[src/rtl/program_loader.sv]
// Byte-stream loader for the 32x16 instruction memory.
// Holds the processor in reset until the image is written and its checksum matches.
module program_loader #(
    parameter int ADDR_W = 5,
    parameter int WORD_W = 16
) (
    input  logic              Clk,
    input  logic              Reset,
    input  logic              Start,
    input  logic [ADDR_W-1:0] Len,
    input  logic [7:0]        RxData,
    input  logic              RxValid,
    output logic              RxReady,
    output logic              MemWrEn,
    output logic [ADDR_W-1:0] MemAddr,
    output logic [WORD_W-1:0] MemData,
    output logic              ProcReset,
    output logic              Busy,
    output logic              Done,
    output logic              ChkErr
);

    typedef enum logic [2:0] {
        S_IDLE,
        S_HI,
        S_LO,
        S_WRITE,
        S_CHK,
        S_RUN,
        S_ERR
    } state_t;

    state_t state_q, state_d;

    logic [ADDR_W-1:0] len_q, len_d;
    logic [ADDR_W-1:0] idx_q, idx_d;
    logic [7:0]        sum_q, sum_d;
    logic [7:0]        hi_q, hi_d;
    logic [7:0]        lo_q, lo_d;

    logic              rx_ready_q, rx_ready_d;
    logic              mem_wr_en_q, mem_wr_en_d;
    logic [ADDR_W-1:0] mem_addr_q, mem_addr_d;
    logic [WORD_W-1:0] mem_data_q, mem_data_d;
    logic              proc_reset_q, proc_reset_d;
    logic              busy_q, busy_d;
    logic              done_q, done_d;
    logic              chk_err_q, chk_err_d;

    logic xfer;

    assign xfer = RxValid && rx_ready_q;

    always_comb begin
        state_d = state_q;
        len_d   = len_q;
        idx_d   = idx_q;
        sum_d   = sum_q;
        hi_d    = hi_q;
        lo_d    = lo_q;

        unique case (state_q)
            S_IDLE, S_RUN, S_ERR: begin
                if (Start) begin
                    len_d   = Len;
                    idx_d   = '0;
                    sum_d   = '0;
                    state_d = S_HI;
                end
            end
            S_HI: begin
                if (xfer) begin
                    hi_d    = RxData;
                    sum_d   = sum_q + RxData;
                    state_d = S_LO;
                end
            end
            S_LO: begin
                if (xfer) begin
                    lo_d    = RxData;
                    sum_d   = sum_q + RxData;
                    state_d = S_WRITE;
                end
            end
            S_WRITE: begin
                if (idx_q == len_q) begin
                    state_d = S_CHK;
                end else begin
                    idx_d   = idx_q + 1'b1;
                    state_d = S_HI;
                end
            end
            S_CHK: begin
                if (xfer) begin
                    state_d = (RxData == sum_q) ? S_RUN : S_ERR;
                end
            end
            default: state_d = S_IDLE;
        endcase
    end

    // Outputs are registered from the next state so they line up with it.
    always_comb begin
        rx_ready_d  = (state_d == S_HI) || (state_d == S_LO) ||
                      (state_d == S_CHK);
        mem_wr_en_d = (state_d == S_WRITE);
        mem_addr_d  = mem_addr_q;
        mem_data_d  = mem_data_q;
        if (state_d == S_WRITE) begin
            mem_addr_d = idx_d;
            mem_data_d = WORD_W'({hi_d, lo_d});
        end
        busy_d    = rx_ready_d || mem_wr_en_d;
        done_d    = (state_d == S_RUN);
        chk_err_d = (state_d == S_ERR);
        // Processor reset trails the RUN state by one edge.
        proc_reset_d = (state_q != S_RUN);
    end

    always_ff @(posedge Clk) begin
        if (Reset) begin
            state_q      <= S_IDLE;
            len_q        <= '0;
            idx_q        <= '0;
            sum_q        <= '0;
            hi_q         <= '0;
            lo_q         <= '0;
            rx_ready_q   <= 1'b0;
            mem_wr_en_q  <= 1'b0;
            mem_addr_q   <= '0;
            mem_data_q   <= '0;
            proc_reset_q <= 1'b1;
            busy_q       <= 1'b0;
            done_q       <= 1'b0;
            chk_err_q    <= 1'b0;
        end else begin
            state_q      <= state_d;
            len_q        <= len_d;
            idx_q        <= idx_d;
            sum_q        <= sum_d;
            hi_q         <= hi_d;
            lo_q         <= lo_d;
            rx_ready_q   <= rx_ready_d;
            mem_wr_en_q  <= mem_wr_en_d;
            mem_addr_q   <= mem_addr_d;
            mem_data_q   <= mem_data_d;
            proc_reset_q <= proc_reset_d;
            busy_q       <= busy_d;
            done_q       <= done_d;
            chk_err_q    <= chk_err_d;
        end
    end

    assign RxReady   = rx_ready_q;
    assign MemWrEn   = mem_wr_en_q;
    assign MemAddr   = mem_addr_q;
    assign MemData   = mem_data_q;
    assign ProcReset = proc_reset_q;
    assign Busy      = busy_q;
    assign Done      = done_q;
    assign ChkErr    = chk_err_q;

endmodule

[config.mk]
export PLATFORM = sky130hd
export DESIGN_NAME = program_loader
export DESIGN_NICKNAME = d
export VERILOG_FILES = /design/src/rtl/program_loader.sv
export SDC_FILE = /design/constraint.sdc
export NUM_CORES = 1
export LEC_CHECK = 0
export ABC_CLOCK_PERIOD_IN_PS = 4250
export CAP_MARGIN = 15
export CORE_ASPECT_RATIO = 0.5
export CORE_MARGIN = 1.5
export CORE_UTILIZATION = 35
export DETAILED_ROUTE_END_ITERATION = 8
export GPL_TIMING_DRIVEN = 0
export PLACE_DENSITY = 0.65
export SYNTH_ARGS = -nofsm -noshare
export SYNTH_HDL_FRONTEND = slang
export SYNTH_SLANG_ARGS = --single-unit
[constraint.sdc]
create_clock -name Clk -period 4.25 [get_ports Clk]
set_input_delay 0.85 -clock Clk [delete_from_list [all_inputs] [get_ports Clk]]
set_output_delay 0.85 -clock Clk [all_outputs]
set_load 0.005 [all_outputs]
==> impl_metrics.yaml <==
clock_network:
  cts-resized-gates: 0
  htree_levels: 2
  ctsHoldBuffers: 0
  insertion_delay_ns: 0.29
  post_cts_buffers: 0
  cts_tree: "yes"
  cts.sinks: 56
  clock-root-buffer: "clkbuf_16"
  cts_buffers: 5
  path_clk_slew_ns: 0.07
  cts_max_path_buffers: 2
timing:
  period_minus_slack_ns: 2.95
  setup_viol: 0
  finalCritPeriodShare_pct: 69.4
  hold_viol: 0
  worst_pin_slew_ns: 0.591
  final_max_slew_viol_count: 0
  slew_headroom_pct: 60.6
  rsz0062_at_grt: "false"
  timing.fmax_mhz: 339
  setup_tns_ns: 0
  hold-worst-slack_ns: 0.457
  clock_skew_ns: 0.00500
  worst_slack_ns: 1.30
logic_synthesis:
  yosysSeqAreaShare_pct: 44.1
  synth_area_sq_um: 2540
  avgSynthCellArea_sq_um: 9.04
  synth_enable_flop_cells: 0
  syn_nets: 307
  synthDistinctLibCells: 48
  ys_ff_latch: 56
  synthArstFlopShare_pct: 0
  synth_flop_cell: "dfxtp_1"
  synthCells: 281
  ys_warn_count: 0
setup_path:
  crit_slowest_cell: "clkdlybuf4s50_1"
  ff2ff_path_depth: 7
  endpoint: "RxReady$_SDFF_PP0_"
  critPathLaunchType: "input pin"
  crit_fanout: 8
  worst_path_most_repeated_cell: "nor4_1"
  startpoint: "RxData[5]"
  cp.arrival_ns: 3.13
  reg2reg_from: "sum_q[4]$_SDFFE_PP0P_"
  r2r_end: "RxReady$_SDFF_PP0_"
  reg2reg_slack_ns: 2.08
  worstPathRequired_ns: 4.43
  worstPathCellList: "clkdlybuf4s50_1 > ha_1 > nor4_1 > nand3_1 > nor4_1 > nor4_4 > nor4b_2 > a211o_1"
  max_stage_delay_ns: 0.48
  critPathCaptureType: "flop"
  critPathKind: "input pin to flop"
  crit_buf_inv: 1
  worstSetupPathDepth: 8
  cp_top_family: "simple AND/OR/NAND/NOR gates"
min_path:
  hp-class: "flop to flop"
  hold_depth: 2
grt:
  grt_max_degree: 17
  grt_overflow: 0
  grt_antenna_before_repair: 0
  grt_pass1_vias: 1969
  track_usage_pct: 15.8
  grt_pass1_wl_um: 9600
power:
  powerDensity_nw_per_um2: 345
  p_leak_nw: 1.23
  max-vdd-ir-drop_mv: 0.248
finish:
  drive_above_1_share_pct: 6.63
  layout_common_cells: "dfxtp_1 (56), clkdlybuf4s50_1 (43), nor2_1 (40), nand2_1 (33), a21oi_1 (25)"
  fin_nets: 357
  stdcell_area_sq_um: 3250
  syn_to_final_growth_pct: 27.9
  final_common_cell: "dfxtp_1"
  num_antenna_cells: 0
  final_cells: 424
  filler_cell_count: 638
drt:
  dr.max_layer_used: "met4"
  drt-met1-wl_um: 2860
  drt_pass1_iterations: 5
  drtIter0Drc: 121
  drc: 0
  wl_met2_um: 2720
  wl_per_cell_um: 13.7
  vias: 2089
  met3_length_um: 182
  wl_um: 5790
  ant_nets: 0
  via_per_inst: 4.93
placement:
  dpl_cell_area_sq_um: 3090
  portBuffers: 43
  dp_worst_setup_slack_ns: 0.972
  placed_cells: 416
  gp_congestion: 0.841
  dpl.hpwl_um: 4330
status:
  status: "finished, final reports clean"
floorplanning:
  die_x_um: 123
  dieArea_sq_um: 7810
  core_sq_um: 6860
  initial_core_util_pct: 37.0
  rows: 21
  ios: 44
  die_h_um: 63.2
job:
  cap_violations: 0
cell usage after synthesis, types with 2 or more instances:
cell type	instances	area share, %
dfxtp_1	56	44
nor2_1	40	5.9
nand2_1	33	4.9
a21oi_1	25	4.9
mux2i_1	16	6.3
clkbuf_1	13	1.9
a211oi_1	10	3.0
nand3_1	9	1.8
xor2_1	9	3.1
ha_1	8	3.9
a21o_1	5	1.5
nand2b_1	5	1.2
inv_1	4	0.59
nor3_1	4	0.79
nand3b_1	3	0.89
nor4_1	3	0.74
o31ai_1	3	0.89
xnor2_1	3	1.0
and2_1	2	0.49
buf_2	2	0.39
sequential cells by signal (all words and copies together), names as in the netlist:
register and count:
MemData 16, hi_q 8, sum_q 8, MemAddr 5, idx_q 5, len_q 5, state_q 3, Busy 1
ChkErr 1, Done 1, MemWrEn 1, ProcReset 1, RxReady 1
power breakdown:
part           total, W  internal (W)  switching (W)
logic          0.000121     0.0000549      0.0000662
clock network  0.000456      0.000277       0.000179
registers      0.000542      0.000536     0.00000651
total           0.00112      0.000868       0.000252
stage by stage:
| stage | utilization [%] | power, W |
|---|---|---|
| floorplan | - | 0.000630 |
| global placement | 45.0 | 0.000673 |
| detailed placement | 45.0 | 0.000676 |
| CTS | 47.4 | 0.00113 |
| global route | 47.4 | 0.00116 |
| finish | 47.4 | 0.00112 |
worst register-to-register path, delay by kind of cell, from the launching register on:
family / cells / cell delay [ns]
and+or+nand+nor: 5 / 1.16
adders and majority gates: 1 / 0.35
DFF: 1 / 0.31
AOI/OAI and AO/OA: 1 / 0.24
per-layer routing:
layer / GRT usage [%] / up-vias
met5: 0 / -
met4: 3.45 / 0
met3: 3.08 / 4
li1: - / 1071
met2: 26.0 / 31
met1: 21.5 / 983
logic make-up (layout without fill, tap and decap cells):
logic type,count (synthesis),count (layout),share of synthesized area (%)
AND/OR/NAND/NOR,111,111,22.1
flip-flops,56,56,44.1
AO/OA/AOI/OAI,55,55,14.1
buffers and inverters,20,71,3.45
multiplexers,18,18,7.34
XOR/XNOR,12,12,4.14
adder cells (fa/ha/maj),9,9,4.73
worst min-delay path by stage:
stage / from / end / slack [ns]
2_1_floorplan: sum_q[2]$_SDFFE_PP0P_ / sum_q[2]$_SDFFE_PP0P_ / 0.45
3_3_place_gp: MemData[5]$_SDFFE_PP0P_ / MemData[5]$_SDFFE_PP0P_ / 0.44
3_5_place_dp: MemData[3]$_SDFFE_PP0P_ / MemData[3]$_SDFFE_PP0P_ / 0.45
4_1_cts: MemData[3]$_SDFFE_PP0P_ / MemData[3]$_SDFFE_PP0P_ / 0.46
5_1_grt: MemAddr[3]$_SDFFE_PP0P_ / MemAddr[3]$_SDFFE_PP0P_ / 0.48
6_report: MemData[3]$_SDFFE_PP0P_ / MemData[3]$_SDFFE_PP0P_ / 0.46
area by class of cell:
cell class,instances,area [sq um],area share (%)
Clock buffer,6,129,3.97
Buffer,16,72.6,2.23
Multi-Input combinational cell,205,1330,41.0
Sequential cell,56,1120,34.5
Tap cell,92,115,3.54
Clock inverter,2,35.0,1.08
Inverter,4,15.0,0.462
Timing Repair Buffer,43,430,13.2
No activity file was read; power rests on OpenSTA's default activity.
